## src/rtl/wave_gen_mc.sv

```systemverilog
// ---------------------------------------------------------------------------
// wave_gen_mc -- multi-channel waveform generator behind a simple CPU bus.
//
// Each channel owns CTRL/PERIOD/AMPL registers and produces one OW-bit output
// in one of: OFF, TOGGLE, PWM, PRN (LFSR), SAW, TRI.
//
// Parameters
//   NCH  channel count (1..8)
//   OW   per-channel output width (4..16)
//
// Ports
//   clk     in   single clock, rising edge
//   resetn  in   asynchronous active-low reset
//   valid   in   bus request
//   ready   out  one-cycle acknowledge, the cycle after valid is accepted
//   wstrb   in   [3:0] any bit set = write, all zero = read
//   addr    in   [31:0] addr[6:4] channel, addr[3:2] register
//   wdata   in   [31:0] write data
//   rdata   out  [31:0] registered read data
//   wave    out  [NCH*OW-1:0] channel c at [c*OW +: OW]
//
// Register map per channel: 0 CTRL (mode[2:0]), 1 PERIOD[15:0],
// 2 AMPL[OW-1:0], 3 COUNT (read-only: accumulator in SAW/TRI, else counter).
//
// Configuration
//   WAVE_GEN_MC_PRN_EN  defined: mode 3 runs a 16-bit Fibonacci LFSR.
//                       absent:  no LFSR logic; mode 3 behaves as OFF.
// ---------------------------------------------------------------------------
module wave_gen_mc #(
    parameter int NCH = 4,
    parameter int OW  = 12
) (
    input  logic              clk,
    input  logic              resetn,
    input  logic              valid,
    output logic              ready,
    input  logic [3:0]        wstrb,
    input  logic [31:0]       addr,
    input  logic [31:0]       wdata,
    output logic [31:0]       rdata,
    output logic [NCH*OW-1:0] wave
);

    localparam logic [2:0] MODE_OFF    = 3'd0;
    localparam logic [2:0] MODE_TOGGLE = 3'd1;
    localparam logic [2:0] MODE_PWM    = 3'd2;
    localparam logic [2:0] MODE_PRN    = 3'd3;
    localparam logic [2:0] MODE_SAW    = 3'd4;
    localparam logic [2:0] MODE_TRI    = 3'd5;

    localparam logic [1:0] REG_CTRL    = 2'd0;
    localparam logic [1:0] REG_PERIOD  = 2'd1;
    localparam logic [1:0] REG_AMPL    = 2'd2;
    localparam logic [1:0] REG_COUNT   = 2'd3;

    logic [2:0]    ctrl   [NCH];
    logic [15:0]   period [NCH];
    logic [OW-1:0] ampl   [NCH];
    logic [15:0]   cnt    [NCH];
    logic [OW-1:0] acc    [NCH];
    logic          tog    [NCH];
`ifdef WAVE_GEN_MC_PRN_EN
    // The seed keeps all 16 written bits so a full-width seed works even
    // when OW < 16; AMPL itself only stores OW bits.
    logic [15:0]   seed   [NCH];
    logic [15:0]   lfsr   [NCH];
`endif

    logic           accept;
    logic           is_write;
    logic [2:0]     ch_sel;
    logic [1:0]     reg_sel;
    logic [NCH-1:0] wr_hit;
    logic [NCH-1:0] wrap;
    logic [OW-1:0]  level  [NCH];
    logic [31:0]    rd_val;
    logic           unused_ok;

    // A request is taken only while ready is low, which makes ready a
    // one-cycle pulse and spaces back-to-back requests two cycles apart.
    assign accept   = valid & ~ready;
    // Byte strobes are not honoured individually: any set bit is a full write.
    assign is_write = |wstrb;
    assign ch_sel   = addr[6:4];
    assign reg_sel  = addr[3:2];
    assign unused_ok = ^{addr[31:7], addr[1:0], wdata[31:16]};

    // Out-of-range channels and COUNT never match, so they change nothing.
    always_comb begin
        for (int c = 0; c < NCH; c++) begin
            wr_hit[c] = accept && is_write && (ch_sel == 3'(c)) && (reg_sel != REG_COUNT);
        end
    end

    always_comb begin
        // NOTE: every output of a combinational block gets a default first;
        // a path that leaves one unassigned would infer a latch.
        rd_val = '0;
        for (int c = 0; c < NCH; c++) begin
            if (ch_sel == 3'(c)) begin
                case (reg_sel)
                    REG_CTRL:   rd_val = 32'(ctrl[c]);
                    REG_PERIOD: rd_val = 32'(period[c]);
                    REG_AMPL:   rd_val = 32'(ampl[c]);
                    default:    rd_val = (ctrl[c] == MODE_SAW || ctrl[c] == MODE_TRI)
                                         ? 32'(acc[c]) : 32'(cnt[c]);
                endcase
            end
        end
    end

    // Output level from the current state; registered below, giving one
    // cycle of latency from every state change.
    always_comb begin
        for (int c = 0; c < NCH; c++) begin
            wrap[c]  = (cnt[c] >= period[c] - 16'd1);
            level[c] = '0;
            case (ctrl[c])
                MODE_TOGGLE: level[c] = tog[c] ? ampl[c] : '0;
                MODE_PWM:    level[c] = (cnt[c] < 16'(ampl[c])) ? {OW{1'b1}} : '0;
`ifdef WAVE_GEN_MC_PRN_EN
                MODE_PRN:    level[c] = lfsr[c][OW-1:0];
`else
                MODE_PRN:    level[c] = '0;
`endif
                MODE_SAW:    level[c] = acc[c];
                // Fold the doubled ramp back down in the upper half of the sweep.
                MODE_TRI:    level[c] = acc[c][OW-1] ? ~{acc[c][OW-2:0], 1'b0}
                                                     :  {acc[c][OW-2:0], 1'b0};
                default:     level[c] = '0;
            endcase
        end
    end

    always_ff @(posedge clk or negedge resetn) begin
        if (!resetn) begin
            // NOTE: sequential state uses non-blocking assignments so every
            // flop samples pre-edge values regardless of statement order.
            ready <= 1'b0;
            rdata <= '0;
            wave  <= '0;
            // NOTE: the per-channel arrays are plain flops, not RAM, so each
            // element is cleared by the asynchronous reset.
            for (int c = 0; c < NCH; c++) begin
                ctrl[c]   <= MODE_OFF;
                period[c] <= 16'd2;
                ampl[c]   <= '0;
                cnt[c]    <= '0;
                acc[c]    <= '0;
                tog[c]    <= 1'b0;
`ifdef WAVE_GEN_MC_PRN_EN
                seed[c]   <= '0;
                lfsr[c]   <= 16'd1;
`endif
            end
        end else begin
            ready <= accept;
            if (accept && !is_write) begin
                rdata <= rd_val;
            end
            for (int c = 0; c < NCH; c++) begin
                wave[c*OW +: OW] <= wr_hit[c] ? '0 : level[c];
                if (wr_hit[c]) begin
                    // A register write restarts the channel and overrides
                    // any wrap happening on the same edge.
                    cnt[c] <= '0;
                    acc[c] <= '0;
                    tog[c] <= 1'b0;
`ifdef WAVE_GEN_MC_PRN_EN
                    lfsr[c] <= ((reg_sel == REG_AMPL) ? wdata[15:0] : seed[c]) | 16'd1;
`endif
                    case (reg_sel)
                        REG_CTRL:   ctrl[c]   <= wdata[2:0];
                        REG_PERIOD: period[c] <= (wdata[15:0] < 16'd2) ? 16'd2 : wdata[15:0];
                        default: begin
                            ampl[c] <= wdata[OW-1:0];
`ifdef WAVE_GEN_MC_PRN_EN
                            seed[c] <= wdata[15:0];
`endif
                        end
                    endcase
                end else begin
                    case (ctrl[c])
                        MODE_TOGGLE: begin
                            cnt[c] <= wrap[c] ? '0 : cnt[c] + 16'd1;
                            if (wrap[c]) tog[c] <= ~tog[c];
                        end
                        MODE_PWM: cnt[c] <= wrap[c] ? '0 : cnt[c] + 16'd1;
`ifdef WAVE_GEN_MC_PRN_EN
                        MODE_PRN: begin
                            cnt[c] <= wrap[c] ? '0 : cnt[c] + 16'd1;
                            // Fibonacci taps 16,14,13,11 feed bit 0.
                            if (wrap[c]) lfsr[c] <= {lfsr[c][14:0],
                                lfsr[c][15] ^ lfsr[c][13] ^ lfsr[c][12] ^ lfsr[c][10]};
                        end
`else
                        MODE_PRN: cnt[c] <= '0;
`endif
                        MODE_SAW, MODE_TRI: acc[c] <= acc[c] + ampl[c];
                        default: cnt[c] <= '0;
                    endcase
                end
            end
        end
    end

endmodule

```

## config.mk

```make
export PLATFORM = sky130hd
export DESIGN_NAME = wave_gen_mc
export DESIGN_NICKNAME = d
export VERILOG_FILES = /design/src/rtl/wave_gen_mc.sv
export SDC_FILE = /design/constraint.sdc
export NUM_CORES = 1
export LEC_CHECK = 0
export ABC_AREA = 1
export ABC_CLOCK_PERIOD_IN_PS = 4850
export CAP_MARGIN = 15
export CORE_ASPECT_RATIO = 0.5
export CORE_MARGIN = 2
export CORE_UTILIZATION = 35
export DETAILED_ROUTE_END_ITERATION = 10
export GPL_ROUTABILITY_DRIVEN = 0
export PLACE_DENSITY_LB_ADDON = 0.25
export SYNTH_ARGS = -nofsm -noshare
export SYNTH_HDL_FRONTEND = slang
export SYNTH_SLANG_ARGS = --single-unit
```

## constraint.sdc

```tcl
create_clock -name clk -period 4.85 [get_ports clk]
set_input_delay 0.485 -clock clk [delete_from_list [all_inputs] [get_ports clk]]
set_output_delay 0.485 -clock clk [all_outputs]
set_load 0.01 [all_outputs]
```

== Word level (Yosys, flattened, before mapping) ==
Index checks and enable logic that the tools add are counted.
Widths: inputs -> output; s select.

* Add/subtract/negate cells: 12
* Magnitude comparators: 9
* Equality and inequality tests: 26
* Multiplexer cells: 65
* Bitwise logic cells: 11
* Reduce and logical (&&, ||, !) cells: 55

{| class="wikitable"
|+ Operator list
! operator !! number
|-
| $mux 12 || 24
|-
| $mux 16 || 14
|-
| $pmux 12 s4 || 4
|-
| $pmux 16 s3 || 4
|-
| $pmux 16 s2 || 4
|-
| $mux 32 || 3
|-
| $add 16x1->16 const B || 4
|-
| $ge 16x16->1 || 4
|-
| $lt 16x12->1 || 4
|-
| $sub 16x1->16 const B || 4
|-
| $add 12x12->12 || 4
|-
| $not 12->12 || 4
|-
| $reduce_and 2->1 || 16
|-
| $eq 3x3->1 const B || 8
|-
| $reduce_bool 2->1 || 12
|-
| $eq 3x2->1 const B || 6
|-
| $reduce_or 2->1 || 9
|-
| $lt 16x2->1 const B || 1
|-
| $eq 3x1->1 const B || 5
|-
| $mux 1 || 12
|-
| $logic_and 1x1->1 || 10
|-
| $ne 2x2->1 const B || 5
|-
| $not 1->1 || 6
|-
| $logic_or 1x1->1 || 4
|-
| other kinds (7) || 7
|}

* Register bits after elaboration: 321
* Input port bits: 71
* Word-level logic and storage cells: 205

== Logic depth before layout (Yosys ltp) ==
* Depth after elaboration: 8
* Mapped depth: 18
* Gate-level depth less buffers: 18

== Least setup slack after synthesis ==
No wires, ideal clock.

* Path type: reg2reg
* Start point: register period[50] (netlist bit)
* End point: register cnt[52] (netlist bit)
* Library setup time: 66 ps
* Arrival time: 2,563 ps
* Data required time: 4,784 ps
* Path slack: 2,222 ps
* Cell stages (with the launch flop): 18
* Buffers on the path: 1
* Path through: dfrtp_1 > nor2_1 > nand2_1 > nor2_1 > nand4_1 > nor2_1 > nand3_1 > xor2_1 > inv_1 > ha_1 > a21oi_1 > o21ai_0 > nor2_1 > nand3_1 > nor2_2 > buf_2 > nand3_1 > nand2_1

* Longest elaborated chain between the ends: 5

{| class="wikitable"
|+ Ends and longest elaborated chain
! element !! line !! text
|-
| start, declared || 57 || <nowiki>logic [15:0] period [NCH];</nowiki>
|-
| start signal, assigned by index || 174 || <nowiki>REG_PERIOD: period[c] <= (wdata[15:0] < 16'd2) ? 16'd2 : wdata[15:0];</nowiki>
|-
| $sub 16x1->16 || 116 || <nowiki>wrap[c] = (cnt[c] >= period[c] - 16'd1);</nowiki>
|-
| $ge 16x16->1 || 116 ||
|-
| $mux 16 || 185, 188 ||
|-
| $pmux 16 s2 || 183 || <nowiki>case (ctrl[c])</nowiki>
|-
| $mux 16 || 163 || <nowiki>if (wr_hit[c]) begin</nowiki>
|-
| end signal, assigned by index || 185 || <nowiki>cnt[c] <= wrap[c] ? '0 : cnt[c] + 16'd1;</nowiki>
|-
| end signal, assigned by index || 188 || <nowiki>MODE_PWM: cnt[c] <= wrap[c] ? '0 : cnt[c] + 16'd1;</nowiki>
|-
| end, declared || 59 || <nowiki>logic [15:0] cnt [NCH];</nowiki>
|}

Every way passes these cells.
A chain may end at the register's enable or synchronous reset.

== Worst setup path after layout ==
* Start point: register period[34] (netlist bit)
* End point: register cnt[41] (netlist bit)

Same word-level chain as after synthesis.

==> key figures <==
Timing
  • Setup violation total in the final timing report: 0
  • Slew at the pin closest to its max-slew limit: 1060 ps
  • Max-slew headroom at the worst pin: 29.3%
  • Worst-case hold slack: 493 ps
  • Ratio of final minimum period to clock period: 72.6%
  • FMAX: 284 MHz
  • Max-slew violations: 0
  • Worst clock skew on the final layout: 27.0 ps
  • Final-layout setup total negative slack: 0 ps
  • Setup repair after global routing missed its margin: false
  • Final hold violation count: 0
  • Min Clock Period, post-route: 3520 ps

Worst setup path
  • Cell with the biggest individual delay on the critical path: sky130_fd_sc_hd__nor2_1
  • Kind of start point of the critical path: flip-flop
  • Source of the worst register-to-register timing path: period[34]
  • Cell-by-cell trace of the critical path: nor2_1 -> nand2_1 -> nor2_1 -> nand4_1 -> nor2_1 -> nand3_1 -> xor2_1 -> inv_1 -> ha_1 -> a21oi_1 -> o21ai_0 -> nor2_1 -> nand3_1 -> nor2_1 -> nand3_1 -> nand2_1
  • Category of the critical setup timing path: flip-flop to flip-flop
  • Critical path endpoint category: flip-flop
  • Endpoint of the worst register-to-register path: cnt[41]
  • Flop2flop setup slack: 1330 ps
  • Biggest fanout along the worst timing path: 11
  • Delay contributed by the slowest stage of the critical path: 650 ps
  • Most prevalent standard cell on the critical path: sky130_fd_sc_hd__nor2_1
  • Arrival time at the worst endpoint: 3980 ps
  • Endpoint required time on the critical path: 5310 ps
  • Count of cells along the worst register-to-register path: 16

Clocking
  • Number of sinks handled by clock tree synthesis: 305
  • CTS tree: built
  • Hold-fix buffer count after cts: 1
  • Post-CTS sizing: 0
  • Clock slew seen by the registers of the worst setup and hold paths: 60 ps
  • Clk Latency, worst-skew pair: 550 ps
  • Post-CTS Setup Inserts: 0
  • Total clock buffers created by CTS: 35
  • Maximum level of the CTS H-tree: 2
  • CTS Root Buffer Type: sky130_fd_sc_hd__clkbuf_16
  • Number of buffers on the longest clock path: 3

Route
  • Overall routed net length: 72.8 mm
  • Antenna viol nets, final: 0
  • Drt wl/cell: 18.7 um
  • Number of vias after detailed routing: 20,600
  • Number of remaining DRC errors: 0
  • Pre-Repair DR Iteration Count: 6
  • Detail-routed via count per cell: 5.28
  • DRT iter0 DRCs: 1,887

Power and ir drop
  • Portion of total power attributed to combinational logic: 33.4%
  • Sw Share: 39.5%
  • Switching component of the power: 3.83 mW
  • Power share of the clock group: 28.8%
  • Cell-internal power: 5.88 mW
  • Leakage Power: 11.8 nW
  • PD cells: 398 nW/um^2
  • Maximum resistive drop on vdd: 215 uV
  • Power share of the sequential group: 37.8%

Placed design
  • HPWL after detailed placement: 54.3 mm
  • Number of I/O port buffers: 92

Synth
  • Post-synthesis instance area: 21,600 um^2
  • Proportion of netlist area held by the largest area contributor: 34.9%
  • Most used flip-flop cell after synthesis: sky130_fd_sc_hd__dfrtp_1
  • Number of enable flip-flop cells after synthesis: 0
  • Mean instance size in the synthesized netlist: 7.19 um^2
  • Cell taking the most area after synthesis: sky130_fd_sc_hd__dfrtp_1
  • Register area share after synthesis: 35.4%
  • Cell variety after synth: 50
  • Post-synthesis instance total: 3,002
  • Seq cells post-synth: 305
  • Share of synthesized flip-flops with an asynchronous set or reset: 100%
  • YS warnings: 0
  • Biggest area contributors in the synthesized netlist: sky130_fd_sc_hd__dfrtp_1 (35%), sky130_fd_sc_hd__nand2_1 (14%), sky130_fd_sc_hd__ha_1 (9.3%)

Final layout
  • P&R area growth vs syn: 13.0%
  • Antenna cells: 0
  • Fraction of final layout cells with drive strength greater than 1: 3.68%
  • Leading cell types in the layout, fill and taps excluded: sky130_fd_sc_hd__nand2_1 (787), sky130_fd_sc_hd__inv_1 (388), sky130_fd_sc_hd__dfrtp_1 (301)
  • Fill count: 6,325
  • Net count of the finished layout: 3,284
  • Most frequent standard cell in the layout excluding fill and tap cells: sky130_fd_sc_hd__nand2_1

Global routing
  • Maximum number of pins on one net before global-route repair: 107
  • Number of global-route vias before repair: 19,500
  • Gr usage total: 22.6%
  • Global-route wire length before repair: 114 mm
  • Sum of overflow across all layers after global routing: 0
  • Antenna violations before repair: 1

Die
  • Die Footprint: 63,800 um^2
  • Die Wd: 355 um
  • I/O pins: 152
  • Number of placement rows: 64
  • Std-Cell Core Area: 61,000 um^2
  • DIE HEIGHT: 180 um
  • Initial Utilization: 35.4%

Run status
  • Status: complete, no violations

Min path
  • Class of the tightest hold or removal check: input pin to async pin

Job
  • Max cap viols: 0
-- metrics by stage --
| stage | worst slack [ps] | power, mW | cells | util, % | cell area (um^2) |
|---|---|---|---|---|---|
| after global routing | 1050 | 10.4 | 3898 | 40.0 | 24400 |
| after detailed placement | 1340 | 6.88 | 3835 | 38.0 | 23200 |
| after CTS | 1290 | 9.71 | 3897 | 39.9 | 24400 |
| final | 1330 | 9.71 | 3898 | 40.0 | 24400 |
| after floorplan | 2220 | 5.69 | 3017 | - | 21600 |
| after global placement | 1360 | 6.83 | 3835 | 38.0 | 23200 |
-- cell families (layout without fill, tap and decap cells) --
family                     Yosys count  after routing  share of synthesized area (%)
AOI/OAI and AO/OA                  628            628                           16.0
xor gates and xnor gates           115            115                           4.67
adders and majority gates          164            164                           9.65
buffers and inverters              513            569                           9.49
DFF                                305            305                           35.4
other                                1             16                         0.0174
and+or+nand+nor                   1276           1276                           24.8
-- per-layer routing --
| metal | track usage (%) | share of wire [%] | up-vias | wire [um] |
|---|---|---|---|---|
| met5 | 0 | 0 | - | 0 |
| met4 | 6.41 | 3.0 | 0 | 2160 |
| met3 | 4.37 | 7.7 | 136 | 5640 |
| met2 | 33.9 | 42 | 741 | 30800 |
| met1 | 32.9 | 47 | 9739 | 34300 |
| li1 | - | - | 9977 | - |
-- power groups by stage --
stage	clock network (mW)	registers, mW	logic (mW)
global route	2.96	3.73	3.67
floorplan	0	3.47	2.23
global placement	0	3.69	3.14
finish	2.80	3.67	3.24
CTS	2.85	3.65	3.22
detailed placement	0	3.69	3.20
-- sequential cells by signal, indices dropped and copies added, names as in the netlist --
| name | cells |
|---|---|
| cnt | 64 |
| tog | 4 |
| period | 64 |
| ready | 1 |
| rdata | 16 |
| acc | 48 |
| ampl | 48 |
| wave | 48 |
| ctrl | 12 |
-- worst max-delay path: cells and delay by family, from the launching register on --
| family | cells | cell delay (ps) |
|---|---|---|
| buf+inv | 1 | 70 |
| fa+ha+maj | 1 | 300 |
| flops | 1 | 430 |
| compound gates | 2 | 250 |
| xor+xnor | 1 | 170 |
| simple gates | 11 | 2210 |
-- cell usage after synthesis (4+ instances only) --
master,count
sky130_fd_sc_hd__xnor2_1,32
sky130_fd_sc_hd__nor4_1,6
sky130_fd_sc_hd__o21ai_0,212
sky130_fd_sc_hd__buf_2,35
sky130_fd_sc_hd__o32ai_1,6
sky130_fd_sc_hd__a22oi_1,5
sky130_fd_sc_hd__nand3b_1,4
sky130_fd_sc_hd__nor2_1,202
sky130_fd_sc_hd__o2111ai_1,8
sky130_fd_sc_hd__clkbuf_1,55
sky130_fd_sc_hd__a21oi_1,184
sky130_fd_sc_hd__a21o_1,9
sky130_fd_sc_hd__inv_1,388
sky130_fd_sc_hd__buf_4,21
sky130_fd_sc_hd__o21ai_1,53
sky130_fd_sc_hd__ha_1,160
sky130_fd_sc_hd__nand2_2,7
sky130_fd_sc_hd__nor3_1,38
sky130_fd_sc_hd__xor2_1,83
sky130_fd_sc_hd__o22ai_1,106
sky130_fd_sc_hd__o211ai_1,5
sky130_fd_sc_hd__nand4_1,32
sky130_fd_sc_hd__dfrtp_1,301
sky130_fd_sc_hd__fa_1,4
sky130_fd_sc_hd__a31oi_1,24
sky130_fd_sc_hd__dfstp_2,4
sky130_fd_sc_hd__nand2_1,787
sky130_fd_sc_hd__and2_1,4
sky130_fd_sc_hd__inv_2,13
sky130_fd_sc_hd__nand3_1,180
-- layout make-up --
class / count / area (um^2) / share of cell area [%]
clock inverters: 10 / 126 / 0.518
clock buffers: 51 / 1060 / 4.34
multi-input cells: 2199 / 12000 / 49.0
well taps: 825 / 1030 / 4.23
inverters: 401 / 1510 / 6.17
repair buffers: 107 / 1070 / 4.39
flip-flops and latches: 305 / 7640 / 31.3
-- how the worst max path moves through the flow --
| stage | start | to | slack (ps) |
|---|---|---|---|
| after floorplan | period[50] | cnt[52] | 2220 |
| after global placement | period[34] | cnt[41] | 1360 |
| after detailed placement | period[34] | cnt[41] | 1340 |
| after CTS | period[34] | cnt[36] | 1290 |
| after global routing | period[32] | cnt[43] | 1050 |
| final | period[34] | cnt[41] | 1330 |
(Power assumes the default switching activity.)
